===== src/rtl/fetch_stage.sv =====
// Instruction-fetch stage: program counter, instruction-memory addressing and
// the IF/ID pipeline register, with boot/interrupt vector loads, stall and flush.
module fetch_stage #(
  parameter int                    DATA_WIDTH    = 8,
  parameter logic [DATA_WIDTH-1:0] BOOT_VEC_ADDR = 8'h00,
  parameter logic [DATA_WIDTH-1:0] IRQ_VEC_ADDR  = 8'h01,
  parameter logic [DATA_WIDTH-1:0] NOP_INSTR     = 8'h00
) (
  input  logic                  clk,
  input  logic                  rst,
  input  logic                  stall,
  input  logic                  flush,
  input  logic [DATA_WIDTH-1:0] branch_target,
  input  logic                  irq,
  output logic [DATA_WIDTH-1:0] imem_addr,
  input  logic [DATA_WIDTH-1:0] imem_data,
  output logic [DATA_WIDTH-1:0] if_id_instr,
  output logic [DATA_WIDTH-1:0] if_id_pc_plus1,
  output logic                  if_id_valid,
  output logic                  irq_ack,
  output logic [DATA_WIDTH-1:0] irq_ret_pc
);

  typedef enum logic [1:0] {
    BOOT    = 2'd0,
    RUN     = 2'd1,
    IRQ_VEC = 2'd2
  } state_t;

  state_t                state_reg;
  logic [DATA_WIDTH-1:0] pc_reg;
  logic [DATA_WIDTH-1:0] instr_reg;
  logic [DATA_WIDTH-1:0] pc_plus1_reg;
  logic                  valid_reg;
  logic                  irq_ack_reg;
  logic [DATA_WIDTH-1:0] irq_ret_pc_reg;
  logic [DATA_WIDTH-1:0] pc_inc;

  // Wraps modulo 2^DATA_WIDTH with no carry out.
  assign pc_inc = pc_reg + DATA_WIDTH'(1);

  always_comb begin
    imem_addr = pc_reg;
    case (state_reg)
      BOOT:    imem_addr = BOOT_VEC_ADDR;
      IRQ_VEC: imem_addr = IRQ_VEC_ADDR;
      default: imem_addr = pc_reg;
    endcase
  end

  always_ff @(posedge clk or posedge rst) begin
    if (rst) begin
      state_reg      <= BOOT;
      pc_reg         <= '0;
      instr_reg      <= NOP_INSTR;
      pc_plus1_reg   <= '0;
      valid_reg      <= 1'b0;
      irq_ack_reg    <= 1'b0;
      irq_ret_pc_reg <= '0;
    end else begin
      case (state_reg)
        BOOT: begin
          pc_reg      <= imem_data;
          instr_reg   <= NOP_INSTR;
          valid_reg   <= 1'b0;
          irq_ack_reg <= 1'b0;
          state_reg   <= RUN;
        end

        RUN: begin
          irq_ack_reg <= 1'b0;
          if (flush) begin
            pc_reg    <= branch_target;
            instr_reg <= NOP_INSTR;
            valid_reg <= 1'b0;
          end else if (stall) begin
            pc_reg    <= pc_reg;
          end else if (irq) begin
            // PC holds: the instruction at PC has not entered IF/ID yet, so it is the return point.
            irq_ret_pc_reg <= pc_reg;
            instr_reg      <= NOP_INSTR;
            valid_reg      <= 1'b0;
            irq_ack_reg    <= 1'b1;
            state_reg      <= IRQ_VEC;
          end else begin
            instr_reg    <= imem_data;
            pc_plus1_reg <= pc_inc;
            valid_reg    <= 1'b1;
            pc_reg       <= pc_inc;
          end
        end

        IRQ_VEC: begin
          pc_reg      <= imem_data;
          instr_reg   <= NOP_INSTR;
          valid_reg   <= 1'b0;
          irq_ack_reg <= 1'b0;
          state_reg   <= RUN;
          // An older branch resolving now means the handler must return to its target.
          if (flush) begin
            irq_ret_pc_reg <= branch_target;
          end
        end

        default: begin
          state_reg   <= BOOT;
          irq_ack_reg <= 1'b0;
        end
      endcase
    end
  end

  assign if_id_instr    = instr_reg;
  assign if_id_pc_plus1 = pc_plus1_reg;
  assign if_id_valid    = valid_reg;
  assign irq_ack        = irq_ack_reg;
  assign irq_ret_pc     = irq_ret_pc_reg;

endmodule


===== config.mk =====
export PLATFORM = sky130hd
export DESIGN_NAME = fetch_stage
export DESIGN_NICKNAME = d
export VERILOG_FILES = /design/src/rtl/fetch_stage.sv
export SDC_FILE = /design/constraint.sdc
export NUM_CORES = 1
export LEC_CHECK = 0
export CAP_MARGIN = 5
export CORE_AREA = 10 10 64 87
export CTS_BUF_LIST = sky130_fd_sc_hd__clkbuf_4 sky130_fd_sc_hd__clkbuf_8
export CTS_CLUSTER_DIAMETER = 50
export DETAILED_ROUTE_END_ITERATION = 6
export DIE_AREA = 0 0 74 97
export GPL_TIMING_DRIVEN = 0
export PLACE_DENSITY = 0.79
export SYNTH_ARGS = -nofsm -noshare
export SYNTH_HDL_FRONTEND = slang
export SYNTH_SLANG_ARGS = --single-unit

===== constraint.sdc =====
create_clock -name clk -period 1.95 [get_ports clk]
set_input_delay 0.4875 -clock clk [delete_from_list [all_inputs] [get_ports clk]]
set_output_delay 0.4875 -clock clk [all_outputs]
set_load 0.05 [all_outputs]

==> metrics.yaml <==
pin_count: 55
max_stage_delay_ps: 800
drt_iter0_drc: 45
cp-end-kind: "output port"
worst_hold_slack_ps: 470
antenna_cells: 0
gp_congestion: 0.873
die_w_um: 74
slew_headroom_pct: 53.1
numClockSinks: 36
cts_setup_buffers: 0
cts_buffer_depth: 2
utilization_pct: 65.6
cp_max_fo: 2
grt_pass1_vias: 1542
powerDensity_mw_per_mm2: 1190
vias: 1497
drtAntennaViolNets: 0
core_area_mm2: 0.00395
p_leak_nw: 1.32
routed_wirelength_um: 4920
worstHoldPathType: "reg2reg"
path_cells: "clkdlybuf4s50_1"
synth_seq_cells: 36
htree_levels: 2
setup.worst_path.class: "reg2out"
post-route-period-util_pct: 98.2
synth_fp_nets: 196
critical-path-top-delay-family: "buffers and inverters"
timing.max_cap.violations: 0
firstDrtPassIters: 4
yosysSeqAreaShare_pct: 48.1
worst_pin_slew_ps: 703
period_needed_ps: 1920
worst_setup_path_start_kind: "flop"
hold_violations: 0
clkTransAtPathRegs_ps: 70
fin_skew_ps: 4.92
die_h_um: 97
die_area_mm2: 0.00718
dp_hpwl_um: 3830
start_util_pct: 47.4
syn_area_mm2: 0.00187
numPortBuffers: 53
drcViolationCount: 0
r2r_setup_slack_ps: 360
antenna_found_initial: 0
status: "completed"
syn_inst: 174
synth_cell_types: 44
overflow: 0
final_common_cell: "dfrtp_1"
synth_top_area_share_pct: 48.1
via_per_inst: 5.38
synth_flop_cell: "dfrtp_1"
numCtsBuffers: 5
final_cell_mix: "dfrtp_1, clkdlybuf4s50_1, nand2_1, dlymetal6s2s_1, o21ai_0"
worstPathArrival_ps: 1430
fillers: 315
setup_violations: 0
yosys.area.top_type: "dfrtp_1"
final_cells: 278
insertion_delay_ps: 290
synthTopCellsByArea: "dfrtp_1, mux2i_1, a22o_1"
routedWlPerCell_um: 17.7
placed_cells: 271
cts_tree: "built"
rows: 27
async_flop_share_pct: 100
required_ps: 1460
path_buf_inv: 1
max_freq_mhz: 522
grt_usage_pct: 14.1
drive_gt1_share_pct: 21.3
yosys_warnings: 0
grt_max_degree: 22
synth_edf_count: 0
irDropWorstVdd_mv: 0.707
maxSlewViolCount: 0
fin_nets: 257
syn_avg_cell_area_um2: 10.8
area_growth_pct: 38.3
crit_path_top_delay_cell: "clkdlybuf4s50_1"
total_power_mw: 3.08
cts_root_buffer: "clkbuf_8"
grt_pass1_wl_um: 7910
==> repair_timing <==
| action | CTS | global route |
|---|---|---|
| hold buffers | 0 | 0 |
| gates resized for setup | 58 | 20 |
| cloned | 0 | 0 |
| setup endpoints to repair | 18 | 20 |
==> report_power, final <==
group | switching (mW) | internal, mW
combinational | 0.969 | 0.487
clock | 0.254 | 0.314
sequential | 0.132 | 0.919
==> path summary, 6_finish.rpt <==
check,from,endpoint,cells after the start
setup / recovery,irq_ret_pc[6],irq_ret_pc[6],1
hold / removal,irq_ret_pc[0],irq_ret_pc[0],2
setup reg to reg,state_reg[1],if_id_pc_plus1[1],3
hold reg to reg,irq_ret_pc[0],irq_ret_pc[0],2
max in group asynchronous,rst,if_id_instr[2],3
min in group asynchronous,rst,irq_ret_pc[5],2
==> synthesized netlist by cell type (all sizes together) (2+ instances only) <==
library cell and count:
a21oi 13, xor2 3, o22ai 2, mux2i 11, nor2b 2, and2 9
inv 5, xnor2 3, clkbuf 3, and3 3, a22o 8, mux2 2
nor2 11, nor3b 2, a21o 2, nand2 14, a22oi 2, o21ai 17
nand3 4, buf 8, dfrtp 36, a31oi 4
==> stage by stage <==
stage / area (um2) / setup WS, ps / setup TNS, ps
detailed placement: 2490 / -423 / -3540
finish: 2590 / 35.0 / 0
CTS: 2550 / 1.35 / 0
global route: 2590 / -1.37 / -1.37
floorplan: 1870 / 286 / 0
global placement: 2460 / -418 / -8720
==> layout make-up <==
cell class                 count  area (um2)  area share [%]
buffer                        11         108            4.15
clock buffer                   7        96.3            3.72
inverter                       5        18.8           0.724
multi-input combinational    122         855            33.0
sequential                    36         902            34.8
tap                           43        53.8            2.08
timing repair buffer          54         558            21.5
==> cell families (layout without fill, tap and decap cells) <==
group,Yosys count,count (layout),synth area share (%)
buf+inv,16,77,6.34
flops,36,36,48.1
simple gates,47,47,14.6
xor+xnor,6,6,2.80
fa+ha+maj,1,1,0.667
mux,13,13,7.08
compound gates,55,55,20.5
==> routing by layer <==
metal | vias up | GRT usage (%) | wire, um
met5 | - | 0 | 0
met4 | 0 | 5.15 | 86
met3 | 10 | 4.80 | 298
met2 | 47 | 23.0 | 2480
met1 | 703 | 16.2 | 2060
li1 | 737 | - | -
Power figures use the tool's default switching activity.
